<file path="src/rtl/mux_scan.sv">
// Scan sequencer for a registered 4:1 mux: walks sel through channels 0..3 NSCAN times,
// collects the registered mux output one cycle late and offers the packed word on valid/ready.
module mux_scan #(
    parameter int NSCAN = 2,
    parameter int DIV   = 1
) (
    input  logic                 clk,
    input  logic                 rst_n,
    input  logic                 start,
    input  logic                 cont,
    input  logic                 mux_out,
    output logic [1:0]           sel,
    output logic                 busy,
    output logic [4*NSCAN-1:0]   data,
    output logic                 valid,
    input  logic                 ready,
    output logic [1:0]           dbg_state
);

    localparam int W  = 4 * NSCAN;
    localparam int SW = (W > 1) ? $clog2(W) : 1;
    localparam int DW = (DIV > 1) ? $clog2(DIV) : 1;
    localparam logic [SW-1:0] LAST_STEP = SW'(W - 1);
    localparam logic [DW-1:0] LAST_DIV  = DW'(DIV - 1);

    typedef enum logic [1:0] {IDLE, SCAN, FLUSH, OUT} state_t;

    state_t          state;
    logic [SW-1:0]   step;
    logic [DW-1:0]   divc;
    logic [W-2:0]    shreg;
    logic [SW-1:0]   step_inc;

    assign step_inc  = step + 1'b1;
    assign dbg_state = state;

    // Handshake: a word is transferred in any cycle where valid && ready at the rising edge;
    // data is stable while valid is high and valid never drops before the transfer.
    always_ff @(posedge clk or negedge rst_n) begin
        if (!rst_n) begin
            state <= IDLE;
            step  <= '0;
            divc  <= '0;
            shreg <= '0;
            sel   <= 2'd0;
            busy  <= 1'b0;
            data  <= '0;
            valid <= 1'b0;
        end else begin
            case (state)
                IDLE: begin
                    sel <= 2'd0;
                    if (start) begin
                        state <= SCAN;
                        step  <= '0;
                        divc  <= '0;
                        busy  <= 1'b1;
                    end
                end
                SCAN: begin
                    // mux_out now reflects the sel of the previous step's last cycle.
                    if (divc == '0 && step != '0)
                        shreg <= {mux_out, shreg[W-2:1]};
                    if (divc == LAST_DIV) begin
                        divc <= '0;
                        if (step == LAST_STEP) begin
                            state <= FLUSH;
                            step  <= '0;
                            sel   <= 2'd0;
                        end else begin
                            step <= step_inc;
                            sel  <= step_inc[1:0];
                        end
                    end else begin
                        divc <= divc + 1'b1;
                    end
                end
                FLUSH: begin
                    data  <= {mux_out, shreg};
                    valid <= 1'b1;
                    sel   <= 2'd0;
                    state <= OUT;
                end
                OUT: begin
                    sel <= 2'd0;
                    if (ready) begin
                        valid <= 1'b0;
                        if (cont) begin
                            state <= SCAN;
                            step  <= '0;
                            divc  <= '0;
                        end else begin
                            state <= IDLE;
                            busy  <= 1'b0;
                        end
                    end
                end
                default: state <= IDLE;
            endcase
        end
    end

endmodule

</file>
<file path="config.mk">
export PLATFORM = sky130hd
export DESIGN_NAME = mux_scan
export DESIGN_NICKNAME = d
export VERILOG_FILES = /design/src/rtl/mux_scan.sv
export SDC_FILE = /design/constraint.sdc
export NUM_CORES = 1
export LEC_CHECK = 0
export ABC_AREA = 1
export ABC_CLOCK_PERIOD_IN_PS = 1300
export CAP_MARGIN = 20
export CORE_UTILIZATION = 46
export CTS_CLUSTER_SIZE = 20
export DETAILED_ROUTE_END_ITERATION = 7
export MAX_ROUTING_LAYER = met4
export PLACE_DENSITY = 0.8
export SLEW_MARGIN = 20
export SYNTH_ARGS = -nofsm -noshare
export SYNTH_HDL_FRONTEND = slang
export SYNTH_SLANG_ARGS = --single-unit
</file>
<file path="constraint.sdc">
create_clock -name clk -period 1.3 [get_ports clk]
set_input_delay 0.26 -clock clk [delete_from_list [all_inputs] [get_ports clk]]
set_output_delay 0.26 -clock clk [all_outputs]
set_load 0.02 [all_outputs]
</file>
### Word-level counts from Yosys, hierarchy flattened

Cells that the tools add are included.

* flip-flop bits (word level): 25
* output and inout bits: 14
* word-level logic and storage cells: 60

* add/sub/neg operators: 2
* equality and inequality tests: 10
* multiplexer cells: 26
* bitwise logic cells: 1
* reductions and logical operators: 13

Operators by type and width (number)
* 2-to-1 mux 3 bit: 5
* 2-to-1 mux 2 bit: 6
* != test 2 bit (second input constant): 6
* AND reduction 4 bit: 3
* 2-to-1 mux 1 bit: 9
* case mux 3 bit (3 select lines): 1
* case mux 2 bit (4 select lines): 1
* nonzero test 3 bit: 2
* AND reduction 5 bit: 1
* equality test 2 bit (second input constant): 2
* case mux 1 bit (2 select lines): 2
* case mux 2 bit (2 select lines): 1
* AND reduction 2 bit: 2
* nonzero test 2 bit: 2
* adder 3 x 1 -> 3 bit (second input constant): 1
* equality test 3 bit (second input constant): 1
* case mux 1 bit (3 select lines): 1
* OR reduction 3 bit: 1
* equality test 2 x 1 -> 1 bit (second input constant): 1
* zero test 2 bit: 1
* adder 1 bit (second input constant): 1
* logical AND 1 bit: 1
* inverter 1 bit: 1

### Depth between registers and ports, before layout

* depth in word-level cells: 4
* depth in mapped cells: 8
* mapped depth without buffers: 8

### Worst setup path after synthesis

OpenSTA, ideal clock, no wires.

* kind: register -> register
* start: reg state[0], in the netlist dbg_state[0]
* end: reg data[2]
* library setup time: 122 ps
* arrival: 1294 ps
* path slack: -116 ps
* cell stages (with the launch flop): 7
* buffers on the path: 2
* period minus slack after synthesis: 1416 ps
* cells stage by stage: dfrtp_1 > inv_1 > ha_1 > buf_4 > buf_4 > nor2_1 > a21oi_1

* cells in the longest elaborated chain, start to end: 1

Ends and longest elaborated chain
* start, declared: line 28 `state_t state;`
* start signal, assigned: line 41 `state <= IDLE;`
* start signal, assigned: line 54 `state <= SCAN;`
* start signal, assigned: line 67 `state <= FLUSH;`
* equality test 2 bit: line 50 `case (state)`
* end signal, assigned: line 79 `data <= {mux_out, shreg};`
* end, declared: line 14 `output logic [4*NSCAN-1:0] data,`

Every way passes these cells.
A chain may end at the register's enable or synchronous reset.

### Worst setup path in the final report

* start: reg step[0]
* end: reg state[0], in the netlist dbg_state[0]

* cells in the longest elaborated chain, start to end: 3

Ends and longest elaborated chain
* start, declared: line 29 `logic [SW-1:0] step;`
* start signal, assigned: line 71 `step <= step_inc;`
* equality test 3 bit: line 66 `if (step == LAST_STEP) begin`
* != test 2 bit (no source line)
* AND reduction 4 bit (no source line)
* end signal, assigned: line 67
* end signal, assigned: line 82 `state <= OUT;`
* end signal, assigned: line 89 `state <= SCAN;`

Every way passes these cells.

==> results.json <==
{
  "status": "complete, but fails checks",
  "violations": "negative setup slack",
  "setup_slack_ns": -0.00323,
  "ys_seq_area_share_pct": 50.3,
  "cts-root-buf": "clkbuf_4",
  "antenna_left": 0,
  "synth_commonest_cells": "nand2_1, dfrtp_1, inv_1",
  "grt_setup_unrepaired": "yes",
  "drt_first_pass_iters": 4,
  "clock.fmax_ghz": 0.767,
  "vias": 911,
  "dp_cells": 177,
  "stdcell_area_um2": 1570,
  "antenna_cells": 0,
  "antenna_found_initial": 0,
  "finalSetupViolCount": 1,
  "switching_share_pct": 44.4,
  "synth_top_cell_by_area": "dfrtp_1",
  "drc": 0,
  "min_period_over_period_pct": 100,
  "start_kind": "register",
  "clock-sinks": 24,
  "cp.required_ns": 1.53,
  "instances_no_fill": 187,
  "yosys_register_bits": 24,
  "cts_tree": "built",
  "slew_viol_final": 0,
  "slew_headroom_pct": 84.7,
  "irDropWorstVdd_uv": 1590,
  "synth_edf_count": 0,
  "cts_max_path_buffers": 2,
  "syn_inst": 129,
  "final_nets": 173,
  "fillCellCount": 197,
  "path_class": "reg -> reg",
  "die_w_um": 52.9,
  "yosysMostFrequentCell": "nand2_1",
  "grt_max_degree": 25,
  "rows": 18,
  "cp-startpoint": "step[0]",
  "ff2ff_setup_slack_ns": -0.003,
  "async_flop_share_pct": 100,
  "synth_nets": 144,
  "endpoint": "dbg_state[0]",
  "pwr-share-comb_pct": 53.6,
  "ctsHoldBuffers": 0,
  "yosys_warnings": 0,
  "die_y_um": 52.9,
  "r2r_end": "dbg_state[0]",
  "grt_first_pass_wirelength_um": 3580,
  "wirelength_um": 2450,
  "max_cap_violations": 0,
  "post-dp-hpwl_um": 1520,
  "synth_area_leaders": "dfrtp_1, ha_1, nand2_1",
  "critPathCaptureType": "register",
  "cellInternalPower_mw": 2.23,
  "power_frac_seq_pct": 32.6,
  "coreArea_um2": 2450,
  "avgSynthCellArea_um2": 9.25,
  "drive_gt1_share_pct": 38.2,
  "ys.flop_type": "dfrtp_1",
  "synthesis.area_um2": 1190,
  "areaGrowthSynthToFinish_pct": 31.4,
  "place_area_um2": 1420,
  "hold_viol": 0,
  "synth_cell_types": 17,
  "drtIter0Drc": 29,
  "worst_r2r_path_depth": 7,
  "die_area_um2": 2800,
  "power_switching_mw": 1.78,
  "worstMarginPinSlew_ns": 0.229,
  "p_clk_share_pct": 13.8,
  "grt.total_usage_pct": 18.6,
  "yosysTopAreaCellShare_pct": 50.3,
  "routedWlPerCell_um": 13.1,
  "htree_levels": 1,
  "grt_pass1_vias": 865,
  "clk_latency_ns": 0.33,
  "cp_max_fo": 5,
  "worstReg2RegStart": "step[0]",
  "start_util_pct": 48.6,
  "finClkSkew_ns": 0.00483,
  "io_pins": 20,
  "worst_ep_arrival_time_ns": 1.53,
  "overflow": 0,
  "viasPerCell": 4.87,
  "clk_pin_slew_ns": 0.14,
  "cts_buffers": 3,
  "hp-class": "in -> async",
  "powerDensity_nw_per_um2": 2550,
  "gp_congestion": 0.826,
  "p_leak_nw": 0.779,
  "portBuffers": 19,
  "fin_crit_ns": 1.30
}
-- kinds of logic after synthesis --
kind of cell,after synthesis,share of synthesized area (%)
DFF,24,50.3
muxes,1,0.943
AOI/OAI and AO/OA,21,11.9
adders and majority gates,9,9.43
and+or+nand+nor,49,17.9
buffers and inverters,25,9.43
-- power groups by stage --
stage | clock (mW) | sequential (mW) | combinational, mW
floorplan | 0 | 1.55 | 1.07
detailed placement | 0 | 1.33 | 1.93
global route | 0.587 | 1.35 | 2.35
global placement | 0 | 1.31 | 1.85
finish | 0.553 | 1.31 | 2.15
CTS | 0.555 | 1.29 | 1.95
-- how the worst min path moves through the flow --
stage	startpoint	endpoint	slack, ns	depth (start not counted)
2_1_floorplan	rst_n	busy	-0.04	0
3_3_place_gp	busy	busy	0.45	2
3_5_place_dp	busy	busy	0.46	2
4_1_cts	rst_n	data[1]	0.27	2
5_1_grt	rst_n	data[1]	0.28	2
6_report	rst_n	shreg[1]	0.26	2
-- metrics by stage --
step	power [mW]	TNS (ns)	worst slack [ns]	hold WS (ns)	util, %
6_report	4.01	-0.00323	-0.00323	0.264	63.9
3_5_place_dp	3.26	-0.307	-0.0544	0.459	57.9
3_3_place_gp	3.16	-0.0648	-0.0431	0.454	57.9
4_1_cts	3.80	-0.0209	-0.0143	0.271	61.5
5_1_grt	4.29	-0.287	-0.0500	0.275	63.9
2_1_floorplan	2.62	0	0.0282	-0.0356	-
-- critical path: stages (launching register included) --
cell     delay (ns)
dfrtp_1        0.47
ha_2           0.25
ha_4           0.13
inv_2          0.04
nand2_4        0.10
nand3_2        0.08
nand2_1        0.07
nand2_1        0.05
-- state kept, by name, summed over array words and instances, names as in the netlist --
name / count
sel: 2
busy: 1
step: 3
data: 8
dbg_state: 2
shreg: 7
valid: 1
-- cell usage in the layout (no fill, tap or decap), drive strengths merged --
cell	instances
nand2	31
dfrtp	24
inv	22
o21ai	14
nor2	12
clkbuf	11
buf	10
ha	9
a21oi	7
clkdlybuf4s50	5
nand3	5
clkdlybuf4s15	4
mux2	1
nand3b	1
bufinv	1
-- per-layer routing --
layer / up-vias / part of all wire (%) / track usage (%) / wire [um]
met5: - / 0 / - / 0
met4: 0 / 3.5 / 9.65 / 85
met3: 9 / 3.0 / 2.59 / 73
met2: 18 / 50 / 30.0 / 1210
met1: 426 / 44 / 22.7 / 1070
li1: 458 / - / - / -
-- cell type report --
| class | count | area (um^2) | area share [%] |
|---|---|---|---|
| clock inverters | 1 | 30.0 | 1.91 |
| well taps | 30 | 37.5 | 2.39 |
| clock buffers | 3 | 22.5 | 1.44 |
| flip-flops and latches | 24 | 603 | 38.4 |
| multi-input cells | 80 | 573 | 36.5 |
| inverters | 22 | 82.6 | 5.26 |
| repair buffers | 27 | 220 | 14.0 |
-- timing repair --
action,in CTS,in global routing
buffers inserted,5,1
gates resized for setup,31,41
setup endpoints to repair,26,31
pin swaps,3,6
Power figures use the tool's default switching activity.
